File: config.mk
export PLATFORM = sky130hd
export DESIGN_NAME = rr_arbiter_4ch
export DESIGN_NICKNAME = d
export VERILOG_FILES = /design/src/rtl/rr_arbiter_4ch_pkg.sv /design/src/rtl/arb_idx_decoder.sv /design/src/rtl/rr_arbiter_4ch.sv
export SDC_FILE = /design/constraint.sdc
export NUM_CORES = 1
export LEC_CHECK = 0
export BUFFER_PORTS_ARGS = -buffer_cell sky130_fd_sc_hd__buf_2
export CORE_MARGIN = 8
export CORE_UTILIZATION = 40
export CTS_BUF_LIST = sky130_fd_sc_hd__clkbuf_4 sky130_fd_sc_hd__clkbuf_8
export DETAILED_ROUTE_END_ITERATION = 10
export PLACE_DENSITY = 0.65
export SETUP_SLACK_MARGIN = 0.02
export SYNTH_ARGS = -nofsm -noshare
export SYNTH_HDL_FRONTEND = slang
export SYNTH_SLANG_ARGS = --single-unit
export TNS_END_PERCENT = 100
File: constraint.sdc
create_clock -name clk -period 5.9 [get_ports clk]
set_input_delay 0.295 -clock clk [delete_from_list [all_inputs] [get_ports clk]]
set_output_delay 0.295 -clock clk [all_outputs]
set_load 0.05 [all_outputs]
File: src/rtl/rr_arbiter_4ch_pkg.sv
// -----------------------------------------------------------------------------
// rr_arbiter_4ch_pkg
// Shared definitions for the 4-requester round-robin arbiter.
//   NUM_REQ     : number of requesters
//   IDX_W       : width of a requester index
//   arb_state_e : arbiter FSM state encoding (IDLE -> GRANT -> GAP -> IDLE)
// -----------------------------------------------------------------------------
package rr_arbiter_4ch_pkg;

    localparam int NUM_REQ = 4;
    localparam int IDX_W   = 2;

    typedef enum logic [1:0] {
        ST_IDLE  = 2'd0,
        ST_GRANT = 2'd1,
        ST_GAP   = 2'd2
    } arb_state_e;

endpackage : rr_arbiter_4ch_pkg

File: src/rtl/arb_idx_decoder.sv
// -----------------------------------------------------------------------------
// arb_idx_decoder
// Purely combinational index-to-one-hot decoder with enable.
// Ports:
//   idx_i  in  IDX_W    winner index
//   en_i   in  1        decode enable; output is all-zero when low
//   gnt_o  out NUM_REQ  one-hot grant (or zero)
// -----------------------------------------------------------------------------
module arb_idx_decoder
    import rr_arbiter_4ch_pkg::*;
(
    input  logic [IDX_W-1:0]   idx_i,
    input  logic               en_i,
    output logic [NUM_REQ-1:0] gnt_o
);

    // NOTE: every signal written in an always_comb gets a default first, so
    // no path leaves it unassigned and no latch is inferred.
    always_comb begin
        gnt_o = '0;
        if (en_i) begin
            gnt_o[idx_i] = 1'b1;
        end
    end

endmodule : arb_idx_decoder

File: src/rtl/rr_arbiter_4ch.sv
// -----------------------------------------------------------------------------
// rr_arbiter_4ch
// 4-requester round-robin arbiter sharing one resource. A registered winner
// index is decoded into a one-hot grant while the FSM is in GRANT. A grant is
// held while its owner keeps requesting or until MAX_HOLD consecutive cycles
// have elapsed; every grant is followed by a one-cycle GAP and one IDLE cycle.
//
// Parameters:
//   MAX_HOLD  max consecutive GRANT cycles per grant; 0 = unlimited
//   HOLD_W    hold-counter width; must satisfy 2**HOLD_W > MAX_HOLD
//
// Ports:
//   clk      in   1  rising-edge clock
//   rst_n    in   1  asynchronous active-low reset
//   req      in   4  level-sensitive request per master
//   lock     in   1  suppresses the MAX_HOLD exit while in GRANT
//                    (exists only when ARB_LOCK_EN is defined)
//   gnt      out  4  one-hot grant, zero when no grant is active
//   gnt_idx  out  2  index of the current/last winner
//   gnt_vld  out  1  high while a grant is active
//   busy     out  1  FSM is not in IDLE
//
// Configuration macro: ARB_LOCK_EN (adds the lock port).
// -----------------------------------------------------------------------------
module rr_arbiter_4ch
    import rr_arbiter_4ch_pkg::*;
#(
    parameter int MAX_HOLD = 16,
    parameter int HOLD_W   = 5
) (
    input  logic               clk,
    input  logic               rst_n,
    input  logic [NUM_REQ-1:0] req,
`ifdef ARB_LOCK_EN
    input  logic               lock,
`endif
    output logic [NUM_REQ-1:0] gnt,
    output logic [IDX_W-1:0]   gnt_idx,
    output logic               gnt_vld,
    output logic               busy
);

    localparam logic [HOLD_W-1:0] HOLD_SAT  = '1;
    localparam logic [HOLD_W-1:0] HOLD_LAST = HOLD_W'(MAX_HOLD - 1);

    arb_state_e        state_q,    state_d;
    logic [IDX_W-1:0]  last_idx_q, last_idx_d;  // winner index, also the rotation pointer
    logic [HOLD_W-1:0] hold_cnt_q, hold_cnt_d;
    logic              hold_limit;

    // First set request searching last+1, last+2, last+3, last+4 (mod 4).
    // The loop runs from the farthest candidate down so the nearest one wins.
    function automatic logic [IDX_W-1:0] rr_pick(input logic [NUM_REQ-1:0] r,
                                                 input logic [IDX_W-1:0]   last);
        logic [IDX_W-1:0] cand;
        rr_pick = last;
        for (int k = NUM_REQ; k >= 1; k--) begin
            cand = last + IDX_W'(k);
            if (r[cand]) begin
                rr_pick = cand;
            end
        end
    endfunction

    // Equality (not >=) against the limit: once lock has carried the count
    // past MAX_HOLD-1, only a dropped request ends the grant.
    always_comb begin
`ifdef ARB_LOCK_EN
        hold_limit = (MAX_HOLD != 0) && (hold_cnt_q == HOLD_LAST) && !lock;
`else
        hold_limit = (MAX_HOLD != 0) && (hold_cnt_q == HOLD_LAST);
`endif
    end

    always_comb begin
        state_d    = state_q;
        last_idx_d = last_idx_q;
        hold_cnt_d = hold_cnt_q;
        unique case (state_q)
            ST_IDLE: begin
                if (|req) begin
                    last_idx_d = rr_pick(req, last_idx_q);
                    hold_cnt_d = '0;
                    state_d    = ST_GRANT;
                end
            end
            ST_GRANT: begin
                if (hold_cnt_q != HOLD_SAT) begin
                    hold_cnt_d = hold_cnt_q + 1'b1;
                end
                if (!req[last_idx_q] || hold_limit) begin
                    state_d = ST_GAP;
                end
            end
            ST_GAP:  state_d = ST_IDLE;
            default: state_d = ST_IDLE;
        endcase
    end

    // NOTE: sequential state uses non-blocking assignments so every register
    // samples the pre-edge values regardless of statement order.
    always_ff @(posedge clk or negedge rst_n) begin
        if (!rst_n) begin
            state_q    <= ST_IDLE;
            last_idx_q <= '1;   // req[0] has first priority after reset
            hold_cnt_q <= '0;
        end else begin
            state_q    <= state_d;
            last_idx_q <= last_idx_d;
            hold_cnt_q <= hold_cnt_d;
        end
    end

    // Decoded from registers only, so reset clears gnt asynchronously.
    arb_idx_decoder u_dec (
        .idx_i (last_idx_q),
        .en_i  (state_q == ST_GRANT),
        .gnt_o (gnt)
    );

    assign gnt_idx = last_idx_q;
    assign gnt_vld = (state_q == ST_GRANT);
    assign busy    = (state_q != ST_IDLE);

endmodule : rr_arbiter_4ch

==> flow_metrics.tcl <==
set metrics [dict create \
    routed.top_layer "met4" \
    netlist_top_cells_count "9 x nand2_1, 7 x dfrtp_1, 7 x ha_1, 6 x nor2_1, 5 x inv_1" \
    worst_slew_pin_slew_ns 0.420 \
    rsz0062_at_grt "false" \
    crit_fanout 13 \
    hold_path_class "in2async" \
    dr_wl_met2_um 702 \
    rows 15 \
    cts-resized-gates 0 \
    ys_warn_count 0 \
    ys_async_sr_fraction_pct 100 \
    max_freq_mhz 483 \
    synth_top_cell_by_area "dfrtp_1" \
    worstPathRequired_ns 6.11 \
    worstSetupPathType "reg2reg" \
    synth_edf_count 0 \
    met1_length_um 753 \
    dp_hpwl_mm 1.17 \
    ys_seq_area_share_pct 30.0 \
    drt_wl_total_mm 1.59 \
    status "finished clean" \
    r2r-end "gnt_idx[0]$_DFFE_PN1P_" \
    synth_flop_cell "dfrtp_1" \
    ys_seq_elements 9 \
    cts_tree "done" \
    syn-cell-area_um2 759 \
    yosysMostFrequentCell "nand2_1" \
    io_buffer_count 13 \
    internal_power_uw 228 \
    syn_area_per_cell_um2 9.26 \
    drive_gt1_share_pct 25.0 \
    clock_power_share_pct 10.6 \
    dr.pass1.iters 4 \
    cts.clk_slew.worst_paths_ns 0.06 \
    leakagePower_nw 0.414 \
    grt_max_degree 15 \
    grt_pass1_wl_mm 2.73 \
    cellPowerDensity_nw_per_um2 581 \
    yosys.area.top_type_share_pct 23.1 \
    die_y_um 59.6 \
    rrSetupSlack_ns 3.83 \
    peakVddDrop_mv 0.260 \
    synth_area_leaders "dfrtp_1 23%, ha_1 12%, dfstp_2 6.9%" \
    slew_violations 0 \
    grt.overflow.total 0 \
    core_area_um2 1760 \
    antenna_left 0 \
    power.share.switching_pct 54.3 \
    p_comb_share_pct 61.8 \
    wl_met3_um 107 \
    fin_setup_tns_ns 0 \
    dieArea_um2 3550 \
    initial_utilization_pct 43.0 \
    gp_congestion 0.859 \
    timing.final.crit_share_pct 35.1 \
    start_kind "register" \
    synthCells 82 \
    arrival_ns 2.28 \
    vias 644 \
    die_w_um 59.6 \
    ios 14 \
    clk_path_buf_depth 2 \
    antenna_cells 0 \
    power_switching_uw 271 \
    setup.worst_path.end "gnt_idx[0]$_DFFE_PN1P_" \
    cts_max_level 1 \
    maxCapViolCount 0 \
    r2r_cells 6 \
    crit_start "gnt_idx[1]$_DFFE_PN1P_" \
    synthToLayoutAreaGrowth_pct 13.0 \
    antenna_found_initial 0 \
    finClkSkew_ns 0.00418 \
    detail_route.iter0.violations 11 \
    fin_crit_ns 2.07 \
    synth.net_count 95 \
    ys_types 37 \
    worst_skew_pair.late_latency_ns 0.26 \
    grt_pass1_vias 602 \
    grt_usage_pct 9.97 \
    cts_sinks 9 \
    seqPwrFrac_pct 27.5 \
    wl_per_cell_um 13.1 \
    setup_viol 0 \
    drc_errors 0 \
    cts_root_buffer "clkbuf_4" \
    power_uw 499 \
    numCtsBuffers 3 \
    via_per_inst 5.32 \
    max_slew_margin_pct 72.0 \
    crit_path_end_kind "register" \
    layout.nets 110 \
    r2r_start "gnt_idx[1]$_DFFE_PN1P_" \
    final-hold-violation-count 0 \
]
-- sequential cells by signal, indices dropped and copies added, names as in the netlist --
| name | flops |
|---|---|
| hold_cnt_q | 5 |
| gnt_idx | 2 |
| state_q | 2 |
-- what timing repair did --
| item | in CTS | in global routing |
|---|---|---|
| buffers inserted | 0 | 0 |
| hold buffers | 1 | 0 |
| hold endpoints to repair | 7 | 0 |
-- placed cells by master (no fill, tap or decap), types with 2 or more instances in the layout --
cell / count
buf_2: 13
nand2_1: 9
ha_1: 7
dfrtp_1: 7
nor2_1: 6
inv_1: 5
and2_1: 4
o21ai_0: 4
clkbuf_4: 4
nor2b_1: 3
mux2i_1: 3
o21ai_1: 2
nor3_1: 2
xor2_1: 2
dfstp_2: 2
-- stage by stage --
step / std cells / setup slack [ns] / util (%) / hold WS, ns / cell area (um2)
after floorplan: 82 / 3.81 / - / -0.000591 / 759
after global placement: 116 / 3.93 / 46.4 / 0.161 / 818
after detailed placement: 116 / 3.86 / 46.4 / 0.162 / 818
after CTS: 121 / 3.85 / 48.7 / 0.416 / 858
after global routing: 121 / 3.67 / 48.7 / 0.435 / 858
final: 121 / 3.83 / 48.7 / 0.412 / 858
-- critical path: stages, from the launching register on --
cell and delay, ns:
dfstp_2 0.67, inv_1 0.12, ha_1 0.37, or3b_1 0.37, o32ai_1 0.16, a2111oi_0 0.10
o21ba_1 0.22
-- logic make-up after synthesis --
kind of cell | Yosys count | synth area share [%]
AND/OR/NAND/NOR | 33 | 25.2
AO/OA/AOI/OAI | 17 | 15.7
buffers and inverters | 10 | 7.91
flip-flops | 9 | 30.0
adder cells (fa/ha/maj) | 7 | 11.5
multiplexers | 4 | 7.41
XOR/XNOR | 2 | 2.31
-- layer usage --
| layer | global-route usage (%) | up-vias |
|---|---|---|
| met3 | 3.90 | 2 |
| li1 | - | 321 |
| met1 | 12.8 | 301 |
| met5 | 0 | - |
| met2 | 14.3 | 20 |
| met4 | 4.08 | 0 |
-- final cells by class --
cell class	instances	area (um2)
repair buffers	14	75.1
fillers	182	906
inverters	6	22.5
well taps	25	31.3
multi-input cells	63	472
clock buffers	4	30.0
flip-flops and latches	9	228
-- power groups by stage --
stage | registers [mW] | clock network [mW] | logic [mW]
6_report | 0.137 | 0.0530 | 0.308
3_5_place_dp | 0.138 | 0 | 0.309
3_3_place_gp | 0.135 | 0 | 0.305
5_1_grt | 0.145 | 0.0592 | 0.340
4_1_cts | 0.137 | 0.0551 | 0.310
2_1_floorplan | 0.140 | 0 | 0.255
-- how the worst min path moves through the flow --
stage,from,to,slack (ns),cells past startpoint
final,rst_n,state_q[1]$_DFFE_PN0P_,0.41,2
after global routing,rst_n,state_q[1]$_DFFE_PN0P_,0.44,2
after CTS,rst_n,state_q[1]$_DFFE_PN0P_,0.42,2
after detailed placement,rst_n,state_q[1]$_DFFE_PN0P_,0.16,1
after global placement,rst_n,state_q[1]$_DFFE_PN0P_,0.16,1
after floorplan,rst_n,hold_cnt_q[0]$_DFFE_PN0P_,-0.0006,0
Power figures use the tool's default switching activity.
